[config.mk]
export PLATFORM = sky130hd
export DESIGN_NAME = cache_line_mover
export DESIGN_NICKNAME = d
export VERILOG_FILES = /design/src/rtl/cache_line_mover.sv
export SDC_FILE = /design/constraint.sdc
export NUM_CORES = 1
export LEC_CHECK = 0
export CELL_PAD_IN_SITES_DETAIL_PLACEMENT = 0
export CELL_PAD_IN_SITES_GLOBAL_PLACEMENT = 1
export CORE_ASPECT_RATIO = 1.75
export CORE_UTILIZATION = 35
export CTS_CLUSTER_SIZE = 20
export DETAILED_ROUTE_END_ITERATION = 8
export PLACE_DENSITY_LB_ADDON = 0.1
export SYNTH_ARGS = -nofsm -noshare
export SYNTH_HDL_FRONTEND = slang
export SYNTH_SLANG_ARGS = --single-unit
export TNS_END_PERCENT = 1
[constraint.sdc]
create_clock -name main_clk -period 6.5 [get_ports main_clk]
set_clock_uncertainty 0.15 [all_clocks]
set_input_delay 1.625 -clock main_clk [delete_from_list [all_inputs] [get_ports main_clk]]
set_output_delay 1.625 -clock main_clk [all_outputs]
set_load 0.01 [all_outputs]
[src/rtl/cache_line_mover.sv]
// Moves one 128-bit cache line between the data array and a 16-bit memory port:
// optional writeback (array -> memory), then optional fill (memory -> array), through one line buffer.
module cache_line_mover (
  input  logic         main_clk,
  input  logic         main_rst_n,
  input  logic         req_valid,
  output logic         req_ready,
  input  logic         req_writeback,
  input  logic         req_fill,
  input  logic [8:0]   req_segment,
  input  logic [1:0]   req_way,
  input  logic [21:0]  req_wb_addr,
  input  logic [21:0]  req_fill_addr,
  output logic [8:0]   cache_segment,
  output logic [1:0]   cache_way,
  output logic         cache_full_write,
  output logic [127:0] cache_write_data,
  input  logic [127:0] cache_read_data,
  output logic         mem_cmd_valid,
  input  logic         mem_cmd_ready,
  output logic         mem_cmd_write,
  output logic [21:0]  mem_cmd_addr,
  output logic         mem_wdata_valid,
  input  logic         mem_wdata_ready,
  output logic [15:0]  mem_wdata,
  input  logic         mem_rdata_valid,
  input  logic [15:0]  mem_rdata,
  output logic         busy,
  output logic         done
);

  typedef enum logic [3:0] {
    IDLE, WB_READ, WB_CAPTURE, WB_CMD, WB_DATA,
    FILL_CMD, FILL_DATA, FILL_WRITE, DONE
  } state_t;

  typedef struct packed {
    logic        wb;
    logic        fill;
    logic [8:0]  seg;
    logic [1:0]  way;
    logic [21:0] wb_addr;
    logic [21:0] fill_addr;
  } req_t;

  state_t       state_q, state_d;
  req_t         req_q;
  logic [2:0]   beat_q;
  logic [127:0] line_q;

  always_ff @(posedge main_clk or negedge main_rst_n) begin
    if (!main_rst_n) state_q <= IDLE;
    else             state_q <= state_d;
  end

  always_comb begin
    state_d          = state_q;
    req_ready        = 1'b0;
    busy             = 1'b1;
    done             = 1'b0;
    mem_cmd_valid    = 1'b0;
    mem_cmd_write    = 1'b0;
    mem_cmd_addr     = req_q.fill_addr;
    mem_wdata_valid  = 1'b0;
    cache_full_write = 1'b0;
    case (state_q)
      IDLE: begin
        req_ready = 1'b1;
        busy      = 1'b0;
        if (req_valid)
          state_d = req_writeback ? WB_READ : (req_fill ? FILL_CMD : DONE);
      end
      // Array output is registered: address in WB_READ, data sampled in WB_CAPTURE.
      WB_READ:    state_d = WB_CAPTURE;
      WB_CAPTURE: state_d = WB_CMD;
      WB_CMD: begin
        mem_cmd_valid = 1'b1;
        mem_cmd_write = 1'b1;
        mem_cmd_addr  = req_q.wb_addr;
        if (mem_cmd_ready) state_d = WB_DATA;
      end
      WB_DATA: begin
        mem_wdata_valid = 1'b1;
        if (mem_wdata_ready && beat_q == 3'd7)
          state_d = req_q.fill ? FILL_CMD : DONE;
      end
      FILL_CMD: begin
        mem_cmd_valid = 1'b1;
        if (mem_cmd_ready) state_d = FILL_DATA;
      end
      FILL_DATA: if (mem_rdata_valid && beat_q == 3'd7) state_d = FILL_WRITE;
      FILL_WRITE: begin
        cache_full_write = 1'b1;
        state_d          = DONE;
      end
      DONE: begin
        done    = 1'b1;
        state_d = IDLE;
      end
      default: state_d = IDLE;
    endcase
  end

  // Beat counter is shared by both directions; it wraps to 0 after beat 7.
  always_ff @(posedge main_clk or negedge main_rst_n) begin
    if (!main_rst_n) begin
      req_q  <= '0;
      beat_q <= '0;
      line_q <= '0;
    end else begin
      if (req_valid && req_ready)
        req_q <= '{wb: req_writeback, fill: req_fill, seg: req_segment, way: req_way,
                   wb_addr: req_wb_addr, fill_addr: req_fill_addr};
      case (state_q)
        WB_CAPTURE: line_q <= cache_read_data;
        WB_DATA:    if (mem_wdata_ready) beat_q <= beat_q + 3'd1;
        FILL_CMD:   if (mem_cmd_ready) beat_q <= '0;
        FILL_DATA: begin
          if (mem_rdata_valid) begin
            line_q[{beat_q, 4'b0000} +: 16] <= mem_rdata;
            beat_q                          <= beat_q + 3'd1;
          end
        end
        default: ;
      endcase
    end
  end

  assign cache_segment    = req_q.seg;
  assign cache_way        = req_q.way;
  assign cache_write_data = line_q;
  assign mem_wdata        = line_q[{beat_q, 4'b0000} +: 16];

endmodule

==> impl_summary.log <==
[metrics] status: finished clean
[metrics] number of max-capacitance violations reported: 0
[metrics] clock net sink count: 191
[metrics] number of flops mapped to enable cells by yosys: 0
[metrics] DR vias: around 8.6k
[metrics] post-route clock period utilization: 0.744
[metrics] detailed router's first-iteration violation count: 544
[metrics] Power per Cell Area: between 500 and 600 nW/um^2
[metrics] CP most frequent cell: sky130_fd_sc_hd__nand2_1
[metrics] first-pass GRT wire length: 59.2 mm
[metrics] number of global-route vias before repair: just over 9k
[metrics] TritonCTS clock tree: yes
[metrics] top flip-flop cell by instance count after synthesis: sky130_fd_sc_hd__dfrtp_1
[metrics] final count of hold timing violations: 0
[metrics] CTS root buffer: sky130_fd_sc_hd__clkbuf_16
[metrics] uppermost routed layer: met4
[metrics] number of buffers inserted by port buffering: 390
[metrics] TNS Setup: 0 ns
[metrics] met2 WL post-DR: 21.2 mm
[metrics] internal power component: 5.00 mW
[metrics] area enclosed by the die boundary: approximately 29000 sq um
[metrics] I/O pin count: approximately 400
[metrics] leakage power: 5.75 nW
[metrics] count of hold buffers inserted by post-cts repair: 0
[metrics] endpoint kind of the worst setup timing path: primary output
[metrics] total routed wirelength: 40.7 mm
[metrics] CTS H-Tree Depth: 4
[metrics] sequential group share of total power: 0.309
[metrics] post-synthesis sequential element count: 191
[metrics] post-CTS setup buffer count: 0
[metrics] maximum resistive drop on vdd: between 200 and 300 uV
[metrics] instance count of the mapped netlist: 798
[metrics] ratio of cells with drive above 1 in the final layout: 0.147
[metrics] critical path class: flop to primary output
[metrics] async set-reset flop share out of synthesis: 1.00
[metrics] proportion of power drawn by the clock network: 0.134
[metrics] signal arrival time at the worst endpoint: 3.06 ns
[metrics] library cell contributing the largest single delay on the critical path: sky130_fd_sc_hd__dfrtp_2
[metrics] startpoint of the lowest-slack register-to-register path: beat_q[2]$_DFFE_PN0P_
[metrics] Achievable Freq: 207 MHz
[metrics] die width: 129 microns
[metrics] register area share after synthesis: 0.487
[metrics] cell area after technology mapping: 9810 sq um
[metrics] capturing point of the worst reg2reg path: cache_write_data[100]$_DFFE_PN0P_
[metrics] Slew Limit Fails: 0
[metrics] CP bufs+invs: 2
[metrics] remaining antenna violation count after routing: 0
[metrics] layout net count: 1331
[metrics] Yosys warning total: 0
[metrics] Register-to-Register Path Depth: 6
[metrics] iteration count of the initial detailed-routing pass: 5
[metrics] capture endpoint of the worst hold path: req_q[8]$_DFFE_PN0P_
[metrics] clock latency of the later-clocked register in the worst-skew pair: approximately 0.45 ns
[metrics] Post-Syn Area per Cell: 12.3 sq um
[metrics] critical path data required time: 4.72 ns
[metrics] crit path cell chain: buf_4 > mux4_2 > nand2_1 > nand2_1 > clkdlybuf4s50_1
[metrics] number of placed instances with taps included: roughly 1.5k
[metrics] post-layout instance count excluding filler cells: 1505
[metrics] Worst Hold Class: flop to flop
[metrics] Net Sw Frac: 0.382
[metrics] syn nets: about 1.0k
[metrics] worst slew margin relative to its limit: 0.283
[metrics] clock-pin slew of the registers on the worst-case setup and hold paths: 0.07 ns
[metrics] library cells used by synthesis: 49
[metrics] source of the worst hold timing path: req_q[8]$_DFFE_PN0P_
[metrics] antenna violations before repair: 5
[metrics] transition time at the pin with the least slew margin: 1.07 ns
[metrics] area overhead of the layout relative to synthesis: 46.2%
[metrics] starting density of the core: 0.358
[metrics] combinational power share: 0.557
[metrics] family with the most delay on the worst path: flip-flops
[metrics] die extent in y: approximately 220 microns
[metrics] cell depth of the worst hold path: 1
[metrics] detail-routed via count per cell: ~5.7
[metrics] crit path time final: 4.83 ns
[metrics] average wire per cell in the routed design: approximately 27 microns
[metrics] Congestion Overflow GR: 0
[metrics] net load switching power: 3.10 mW
[metrics] core outline area: 27400 sq um
[metrics] maximum net fanout on the critical path: 28
[metrics] Final setup violation count: 0
[metrics] RSZ-0062 raised after global routing: no
[metrics] length of routed wiring on met1: 13.8 mm
[metrics] most common library cell in the layout ignoring fill and taps: sky130_fd_sc_hd__clkdlybuf4s50_1
[metrics] total CTS buffers: 17
[metrics] startpoint type of the worst setup path: flop
[metrics] placement row count: 80
[metrics] half-perimeter wire length of the detailed placement result: 29.4 mm
[metrics] wire length on met3: 2.72 mm
[metrics] number of buffers on the longest clock path: 2
[metrics] Gates resized, CTS repair: 0
[metrics] commonest cells after routing, fill and taps aside: 389 x sky130_fd_sc_hd__clkdlybuf4s50_1, 189 x sky130_fd_sc_hd__dfrtp_1, 112 x sky130_fd_sc_hd__o22ai_1, 112 x sky130_fd_sc_hd__a2bb2oi_1, 51 x sky130_fd_sc_hd__nand2_1
[metrics] # DRC: 0
[metrics] CP max stage delay: 0.95 ns
[metrics] global-route usage over all layers: 0.287
[metrics] worst-case register-to-register setup slack: approximately 2.5 ns
[metrics] pin count of the biggest net entering global routing: 99
[metrics] routability congestion estimate from global placement: 0.909
## final cells by class
cell class	count	area (sq um)
inverters	6	25.0
clock inverters	11	139
diodes	5	12.5
flip-flops and latches	191	4780
multi-input cells	500	4470
fillers	2462	13100
well taps	369	462
repair buffers	403	4010
clock buffers	20	447
## registers in the layout (all words and copies together) (netlist names)
register	cells
req_q	45
cache_segment	9
state_q	4
beat_q	3
cache_write_data	128
cache_way	2
## through the flow
step / hold WS, ns / power, mW / util / worst slack (ns) / instance area (sq um)
final: 0.357 / 8.10 / 0.523 / 1.67 / 14300
after detailed placement: 0.338 / 7.04 / 0.501 / 2.02 / 13700
after global routing: 0.375 / 8.50 / 0.523 / 1.43 / 14300
after floorplan: 0.325 / 4.85 / - / 3.02 / 9810
after global placement: 0.335 / 7.01 / 0.501 / 2.06 / 13700
after CTS: 0.362 / 8.15 / 0.523 / 1.53 / 14300
## power groups by stage
stage	sequential, mW	combinational, mW	clock (mW)
2_1_floorplan	2.32	2.53	0
3_3_place_gp	2.51	4.50	0
3_5_place_dp	2.52	4.52	0
4_1_cts	2.50	4.54	1.11
5_1_grt	2.57	4.79	1.15
6_report	2.50	4.51	1.08
## cell families (layout without fill, tap and decap cells)
kind of cell               count (synthesis)  count (layout)  synth area share
AOI/OAI and AO/OA                        281             281             0.216
xor gates and xnor gates                   1               1          0.000893
adders and majority gates                  5               5           0.00638
buffers and inverters                    107             440            0.0592
DFF                                      191             191             0.487
muxes                                    112             112             0.181
other                                      0               5                 0
and+or+nand+nor                          101             101            0.0501
## cell usage after synthesis (all sizes together) (2+ instances only)
cell type	instances	area (sq um)
dfrtp	191	4780
a2bb2oi	112	981
o22ai	112	701
mux2	80	1050
buf	55	383
nand2	52	203
clkbuf	46	173
mux4	32	721
o2bb2ai	18	158
a22oi	16	120
nor2	14	52.6
a21oi	10	50.1
nand3	8	40.0
ha	5	62.6
inv	5	21.3
nand2b	4	25.0
nor2b	4	25.0
nor3	4	25.0
a22o	3	26.3
nand4	3	18.8
nor4b	3	26.3
and2	2	12.5
o21ai	2	10.0
o21bai	2	15.0
## worst max path at each step
stage / end / slack (ns) / depth (start not counted) / start
final: mem_wdata[5] / 1.67 / 5 / beat_q[0]$_DFFE_PN0P_
after global routing: mem_wdata[5] / 1.43 / 5 / beat_q[0]$_DFFE_PN0P_
after CTS: mem_wdata[5] / 1.53 / 5 / beat_q[0]$_DFFE_PN0P_
after detailed placement: mem_wdata[5] / 2.02 / 5 / beat_q[0]$_DFFE_PN0P_
after global placement: mem_wdata[5] / 2.06 / 5 / beat_q[0]$_DFFE_PN0P_
after floorplan: mem_cmd_addr[13] / 3.02 / 5 / state_q[0]$_DFFE_PN0P_
## per-layer routing
metal,up-vias,global-route usage
met5,-,0
met4,0,0.214
met3,115,0.0559
met2,454,0.505
met1,4232,0.296
li1,3755,-
No activity file was read; power rests on OpenSTA's default activity.
